<file path="src/rtl/uart_tx_arbiter.sv">
// Round-robin arbiter sharing one uart_tx core among N_REQ byte producers.
// Optional watchdog abort of a stuck transfer is built when UART_ARB_WDOG_EN is defined.
module uart_tx_arbiter #(
    parameter int N_REQ       = 4,
    parameter int TIMEOUT_CYC = 200000
) (
    input  logic                     clk,
    input  logic                     rst,
    input  logic [N_REQ-1:0]         req_valid,
    input  logic [8*N_REQ-1:0]       req_data,
    output logic [N_REQ-1:0]         req_ready,
    output logic                     tx_start,
    output logic [7:0]               tx_data,
    input  logic                     tx_done,
    output logic [$clog2(N_REQ)-1:0] grant_id,
    output logic                     busy,
    output logic                     timeout_err
);

    localparam int IDX_W = $clog2(N_REQ);

    typedef enum logic [0:0] {
        ST_IDLE = 1'b0,
        ST_WAIT = 1'b1
    } state_t;

    state_t             state_r;
    logic [IDX_W-1:0]   rr_ptr_r;
    logic [IDX_W-1:0]   grant_id_r;
    logic [N_REQ-1:0]   req_ready_r;
    logic               tx_start_r;
    logic [7:0]         tx_data_r;
    logic               busy_r;

    logic               found_s;
    logic [IDX_W-1:0]   winner_s;
    logic [IDX_W-1:0]   cand_idx_s;
    int                 cand_v;
    logic [7:0]         win_byte_s;
    logic [IDX_W-1:0]   next_ptr_s;

`ifdef UART_ARB_WDOG_EN
    localparam int CNT_W = $clog2(TIMEOUT_CYC + 1);
    logic [CNT_W-1:0]   wdog_cnt_r;
    logic               timeout_err_r;
`endif

    // Round-robin search: first pending requester at or above rr_ptr, wrapping.
    always_comb begin
        found_s    = 1'b0;
        winner_s   = {IDX_W{1'b0}};
        cand_v     = 32'sd0;
        cand_idx_s = {IDX_W{1'b0}};
        for (int off = 32'sd0; off < N_REQ; off++) begin
            cand_v = int'(rr_ptr_r) + off;
            if (cand_v >= N_REQ) begin
                cand_v = cand_v - N_REQ;
            end else begin
                cand_v = cand_v;
            end
            cand_idx_s = IDX_W'(cand_v);
            if (!found_s && req_valid[cand_idx_s]) begin
                found_s  = 1'b1;
                winner_s = cand_idx_s;
            end else begin
                found_s  = found_s;
            end
        end
    end

    // Byte of the selected requester.
    always_comb begin
        win_byte_s = req_data[{winner_s, 3'b000} +: 8];
    end

    // Pointer advance past the last grant; explicit compare keeps non-power-of-2 N_REQ in range.
    always_comb begin
        if (grant_id_r == IDX_W'(N_REQ - 1)) begin
            next_ptr_s = {IDX_W{1'b0}};
        end else begin
            next_ptr_s = grant_id_r + IDX_W'(1'b1);
        end
    end

    // Arbitration FSM with all outputs registered.
    always_ff @(posedge clk) begin
        if (rst) begin
            state_r       <= ST_IDLE;
            rr_ptr_r      <= {IDX_W{1'b0}};
            grant_id_r    <= {IDX_W{1'b0}};
            req_ready_r   <= {N_REQ{1'b0}};
            tx_start_r    <= 1'b0;
            tx_data_r     <= 8'h00;
            busy_r        <= 1'b0;
`ifdef UART_ARB_WDOG_EN
            wdog_cnt_r    <= {CNT_W{1'b0}};
            timeout_err_r <= 1'b0;
`endif
        end else begin
            req_ready_r   <= {N_REQ{1'b0}};
            tx_start_r    <= 1'b0;
`ifdef UART_ARB_WDOG_EN
            timeout_err_r <= 1'b0;
`endif
            case (state_r)
                ST_IDLE: begin
                    if (found_s) begin
                        state_r     <= ST_WAIT;
                        tx_data_r   <= win_byte_s;
                        grant_id_r  <= winner_s;
                        tx_start_r  <= 1'b1;
                        req_ready_r <= {{(N_REQ-1){1'b0}}, 1'b1} << winner_s;
                        busy_r      <= 1'b1;
`ifdef UART_ARB_WDOG_EN
                        wdog_cnt_r  <= {CNT_W{1'b0}};
`endif
                    end else begin
                        state_r     <= ST_IDLE;
                    end
                end
                ST_WAIT: begin
                    // tx_done is tested first so it wins over a simultaneous watchdog expiry.
                    if (tx_done) begin
                        state_r  <= ST_IDLE;
                        rr_ptr_r <= next_ptr_s;
                        busy_r   <= 1'b0;
                    end
`ifdef UART_ARB_WDOG_EN
                    else if (wdog_cnt_r == CNT_W'(TIMEOUT_CYC - 1)) begin
                        state_r       <= ST_IDLE;
                        rr_ptr_r      <= next_ptr_s;
                        busy_r        <= 1'b0;
                        timeout_err_r <= 1'b1;
                    end else begin
                        wdog_cnt_r    <= wdog_cnt_r + CNT_W'(1'b1);
                    end
`else
                    else begin
                        state_r <= ST_WAIT;
                    end
`endif
                end
                default: begin
                    state_r <= ST_IDLE;
                    busy_r  <= 1'b0;
                end
            endcase
        end
    end

    assign req_ready = req_ready_r;
    assign tx_start  = tx_start_r;
    assign tx_data   = tx_data_r;
    assign grant_id  = grant_id_r;
    assign busy      = busy_r;

`ifdef UART_ARB_WDOG_EN
    assign timeout_err = timeout_err_r;
`else
    // No watchdog in this build; TIMEOUT_CYC is referenced only to keep the parameter list uniform.
    assign timeout_err = 1'b0 & (TIMEOUT_CYC == 0);
`endif

endmodule
</file>
<file path="config.mk">
export PLATFORM = sky130hd
export DESIGN_NAME = uart_tx_arbiter
export DESIGN_NICKNAME = d
export VERILOG_FILES = /design/src/rtl/uart_tx_arbiter.sv
export SDC_FILE = /design/constraint.sdc
export NUM_CORES = 1
export LEC_CHECK = 0
export CAP_MARGIN = 20
export CORE_UTILIZATION = 54
export DETAILED_ROUTE_END_ITERATION = 7
export DONT_BUFFER_PORTS = 1
export MAX_ROUTING_LAYER = met4
export PLACE_DENSITY_LB_ADDON = 0.3
export SLEW_MARGIN = 0
export SYNTH_ARGS = -nofsm -noshare
export SYNTH_HDL_FRONTEND = slang
export SYNTH_SLANG_ARGS = --single-unit
</file>
<file path="constraint.sdc">
create_clock -name clk -period 1.6 [get_ports clk]
set_clock_uncertainty 0.05 [all_clocks]
set_input_delay 0.32 -clock clk [delete_from_list [all_inputs] [get_ports clk]]
set_output_delay 0.32 -clock clk [all_outputs]
set_load 0.02 [all_outputs]
</file>
Word level (Yosys, flattened, before mapping)
Index checks and enable logic that the tools add are counted.
Operators by class
  add/sub/neg operators: 8
  $lt $le $gt $ge: 8
  equal/unequal tests: 3
  shifts and indexed selects: 2
  multiplexer cells: 27
  bitwise gates (word level): 2
  reduce and logical (&&, ||, !) cells: 11
Operators with widths (count)
  $shiftx 32x6->8: 1
  $mux 2: 9
  $lt 2x3->1 const B: 4
  $mux 1: 12
  $ge 3x3->1 const B: 3
  $bmux 1 s2: 4
  $sub 2x1->2 const B: 4
  $add 2x2->3 const B: 2
  $reduce_and 2->1: 3
  $ne 2x2->1 const B: 2
  $pmux 1 s2: 2
  $shl 1x2->4 const A: 1
  $add 2x1->3 const B: 1
  $ge 2x3->1 const B: 1
  $logic_and 1x1->1: 3
  $logic_not 1->1: 3
  $reduce_or 3->1: 1
  $add 2x1->2 const B: 1
  $eq 2x2->1 const B: 1
  $not 1->1: 2
  $reduce_or 2->1: 1
Word-level totals
  register bits: 19

Depth between registers and ports, before layout
  depth in word-level cells: 16
  depth in mapped cells: 6
  depth with buffers taken out: 5

Worst setup path before layout
Ideal clock, no wire load.
  path kind: reg-to-reg
  start: register rr_ptr_r[1]
  end: register tx_data_r[3], in the netlist tx_data[3]
  setup time: 129 ps
  data arrival time: 1467 ps
  data required time: 1421 ps
  slack: -46 ps
  stages on the path, launching flop included: 7
  path buffers: 1
  cell sequence: dfxtp_1 mux2i_1 nor2_1 a311oi_2 buf_6 mux2i_1 o221ai_2
On the way
  longest elaborated chain between the ends: 15
  elaborated cells between the ends (all ways): 39
  classes of those cells: add/sub (7); order compare (4); shift (1); mux (20); reduce/logical (7)
Ends and longest elaborated chain
  start: declaration: line 28  | logic [IDX_W-1:0] rr_ptr_r;
  start signal: assignment: line 89  | rr_ptr_r <= {IDX_W{1'b0}};
  start signal: assignment: line 125  | rr_ptr_r <= next_ptr_s;
  branches (longest 15 deep; another with $add 2x1->3)
  end signal: assignment: line 109  | tx_data_r <= win_byte_s;
  end: declaration: line 32  | logic [7:0] tx_data_r;
Several ways; the timed one is not identified. The select of a mux whose other input is x is not followed.
A chain may end at the register's enable or synchronous reset.

Final worst setup path
  start: register rr_ptr_r[1]
  end: register tx_data_r[7], in the netlist tx_data[7]
Same word-level chain as after synthesis.

==> key figures <==
Synthesis
  • Synthesized area: 958 um^2
  • Mapped Avg Cell Area: 9.98 um^2
  • Flops & latches, synth: 19
  • Number of synthesis warnings: 0
  • Fraction of the yosys area taken by sequential cells: 0.397
  • Cells after Synth: 96
  • Post-Synthesis Net Count: 136
  • Number of different library cells in the post-synthesis netlist: 25

Critical path
  • Worst EP arrival: 1.80 ns
  • Series of cell instances along the critical path: mux2i_1 > nor2_1 > a311oi_4 > buf_6 > clkbuf_16 > mux2i_2 > o221ai_2
  • Setup crit end kind: register
  • Crit path from: rr_ptr_r[1]
  • Type of element launching the critical path: register
  • Crit Path Max Fanout: 5
  • Family of cells with the greatest summed delay on the critical path: multiplexers
  • Start of the worst register-to-register path: rr_ptr_r[1]
  • Data required time of the critical path: 1.74 ns
  • Biggest cell delay along the critical path: 0.36 ns
  • Kind of critical path: reg2reg
  • Worst path slowest cell: dfxtp_2
  • Worst Path Buf+Inv: 2

Placement
  • Count of buffers inserted at the top-level ports: 0
  • Final weighted congestion of routability-driven global placement: 0.736
  • HPWL after detailed placement: 1.40 mm

Clocking
  • CTS H-tree depth: 1
  • Clock edge transition at the registers on the reported setup and hold paths: 0.11 ns
  • Clock tree from TritonCTS: built
  • Clk Latency, worst-skew pair: 0.30 ns
  • CTS Hold Bufs: 0
  • Library cell used as clock root buffer: clkbuf_4
  • Clock buffer depth: 2
  • Number of buffers added by the clock tree synthesis step: 3
  • Num Clock Sinks: 19

Hold path
  • Worst hold path startpoint: rst
  • Worst hold path class: in2reg

Timing
  • Smallest setup slack after layout: -0.0569 ns
  • Unrepaired setup endpoints after global routing: true
  • Fin crit share: 1.04
  • Fmax achieved: 604 MHz
  • Hold violation total from the final report: 0
  • # setup viols final: 8
  • Setup tns final: -0.269 ns
  • Tmin final: 1.66 ns
  • Final Max Slew Viols: 0

Flow run
  • Reported max-cap violation count: 0

Die
  • Die W: 44.1 um
  • Core Footprint: 1580 um^2
  • Number of core rows: 14
  • Die boundary height: 44.1 um
  • Starting density of the core: 0.608
  • Die Outline Area: 1950 um^2
  • Number of ports placed on the die boundary: 56

Power and ir drop
  • Pleak: 0.436 nW
  • Pwr dens: 932 nW/um^2
  • Maximum vdd drop: 522 uV
  • Power Total: 0.00110 W

Route
  • Vias after detailed routing: 749
  • Number of remaining DRC errors: 3
  • Average via count per standard cell: 6.24
  • Number of optimization iterations in the first detailed-route pass: 6
  • Final routed wire length divided by cell count: 17.7 um
  • Number of design-rule violations left by the first detailed-router iteration: 21
  • Number of antenna-violating nets in the routed design: 0
  • Wire length after detailed routing: 2.12 mm

Finish
  • Fraction of layout cells with a size suffix above 1: 0.375
  • Final-layout fill cell count: 121
  • N_diodes: 0
  • # nets final: 145
  • Area grow syn2layout: 23.2%
  • Commonest cells after routing, fill and taps aside: dfxtp_1 (18), nor2_1 (10), nand2_1 (10)
  • Most common library cell in the layout ignoring fill and taps: dfxtp_1

Global route
  • Antenna violations before repair: 0
  • Total congestion overflow after global routing: 0
  • Via count of the first global-routing pass: 748
  • Maximum number of pins on one net before global-route repair: 12
  • Global-route wire length before repair: 3.13 mm
  • Total routing usage reported by global routing: 0.223

Outcome
  • Run status: finished, violations left
  • Violated checks: design-rule violations, negative setup slack
## cell families after synthesis
logic type | share of synthesized area
AND/OR/NAND/NOR | 0.148
AO/OA/AOI/OAI | 0.198
flip-flops | 0.397
multiplexers | 0.188
buffers and inverters | 0.0522
adder cells (fa/ha/maj) | 0.0131
other | 0.00391
## metrics by stage
step | setup WS, ns | hold slack [ns] | util | instance area (um^2) | std cells
3_5_place_dp | -0.0678 | 0.345 | 0.635 | 1000 | 112
5_1_grt | -0.129 | -0.000722 | 0.749 | 1180 | 120
2_1_floorplan | 0.00411 | 0.430 | - | 958 | 96
6_report | -0.0569 | 0.0148 | 0.749 | 1180 | 120
4_1_cts | -0.0603 | 0.00899 | 0.685 | 1080 | 119
3_3_place_gp | 0.00928 | 0.340 | 0.635 | 1000 | 112
## Yosys cell counts (all sizes together)
cell type,n,area share
nand2,11,0.046
dfxtp,19,0.40
clkbuf,1,0.0039
nand2b,3,0.020
o2bb2a,1,0.010
a21oi,7,0.037
a311oi,1,0.016
nor2b,1,0.0065
nor2,10,0.039
inv,3,0.012
nor3b,1,0.0078
o221ai,8,0.13
nor3,2,0.010
nand3,1,0.0052
o21ai,2,0.010
ha,1,0.013
buf,4,0.037
conb,1,0.0039
nor4,1,0.013
mux2i,18,0.19
## per-layer routing
layer	GRT usage	vias up	wire [um]
li1	-	363	-
met1	0.269	344	917
met2	0.356	40	1010
met3	0.0531	2	169
met4	0.0909	0	20
met5	-	-	0
## what timing repair did
action	4_1_cts	5_1_grt
endpoints found under the setup margin	8	10
gates resized for setup	4	16
setup buffers	2	0
pin swaps	1	3
gates cloned	1	1
## report_power, final
group          total [W]  switching (W)  leakage (nW)  internal, W
sequential      0.000583      0.0000701         0.157     0.000513
combinational   0.000262       0.000114         0.261     0.000148
clock           0.000255       0.000162        0.0177    0.0000933
## sequential cells by signal, indices dropped and copies added (netlist names)
signal	cells
state_r	1
busy	1
req_ready	4
tx_start	1
grant_id	2
tx_data	8
rr_ptr_r	2
## path summary, 6_finish.rpt
path                  to  slack [ns]  cells past startpoint
max           tx_data[7]       -0.06                      7
min          grant_id[0]        0.01                      1
max reg2reg   tx_data[7]       -0.06                      7
min reg2reg  rr_ptr_r[0]        0.49                      2
## final cells by class
| cell class | count | area [um^2] | share of cell area |
|---|---|---|---|
| Sequential cell | 19 | 382 | 0.323 |
| Timing Repair Buffer | 9 | 125 | 0.106 |
| Clock buffer | 3 | 22.5 | 0.0191 |
| Tap cell | 16 | 20.0 | 0.0169 |
| Inverter | 3 | 11.3 | 0.00953 |
| Multi-Input combinational cell | 69 | 616 | 0.521 |
| Clock inverter | 1 | 5.00 | 0.00424 |
Power figures use the tool's default switching activity.
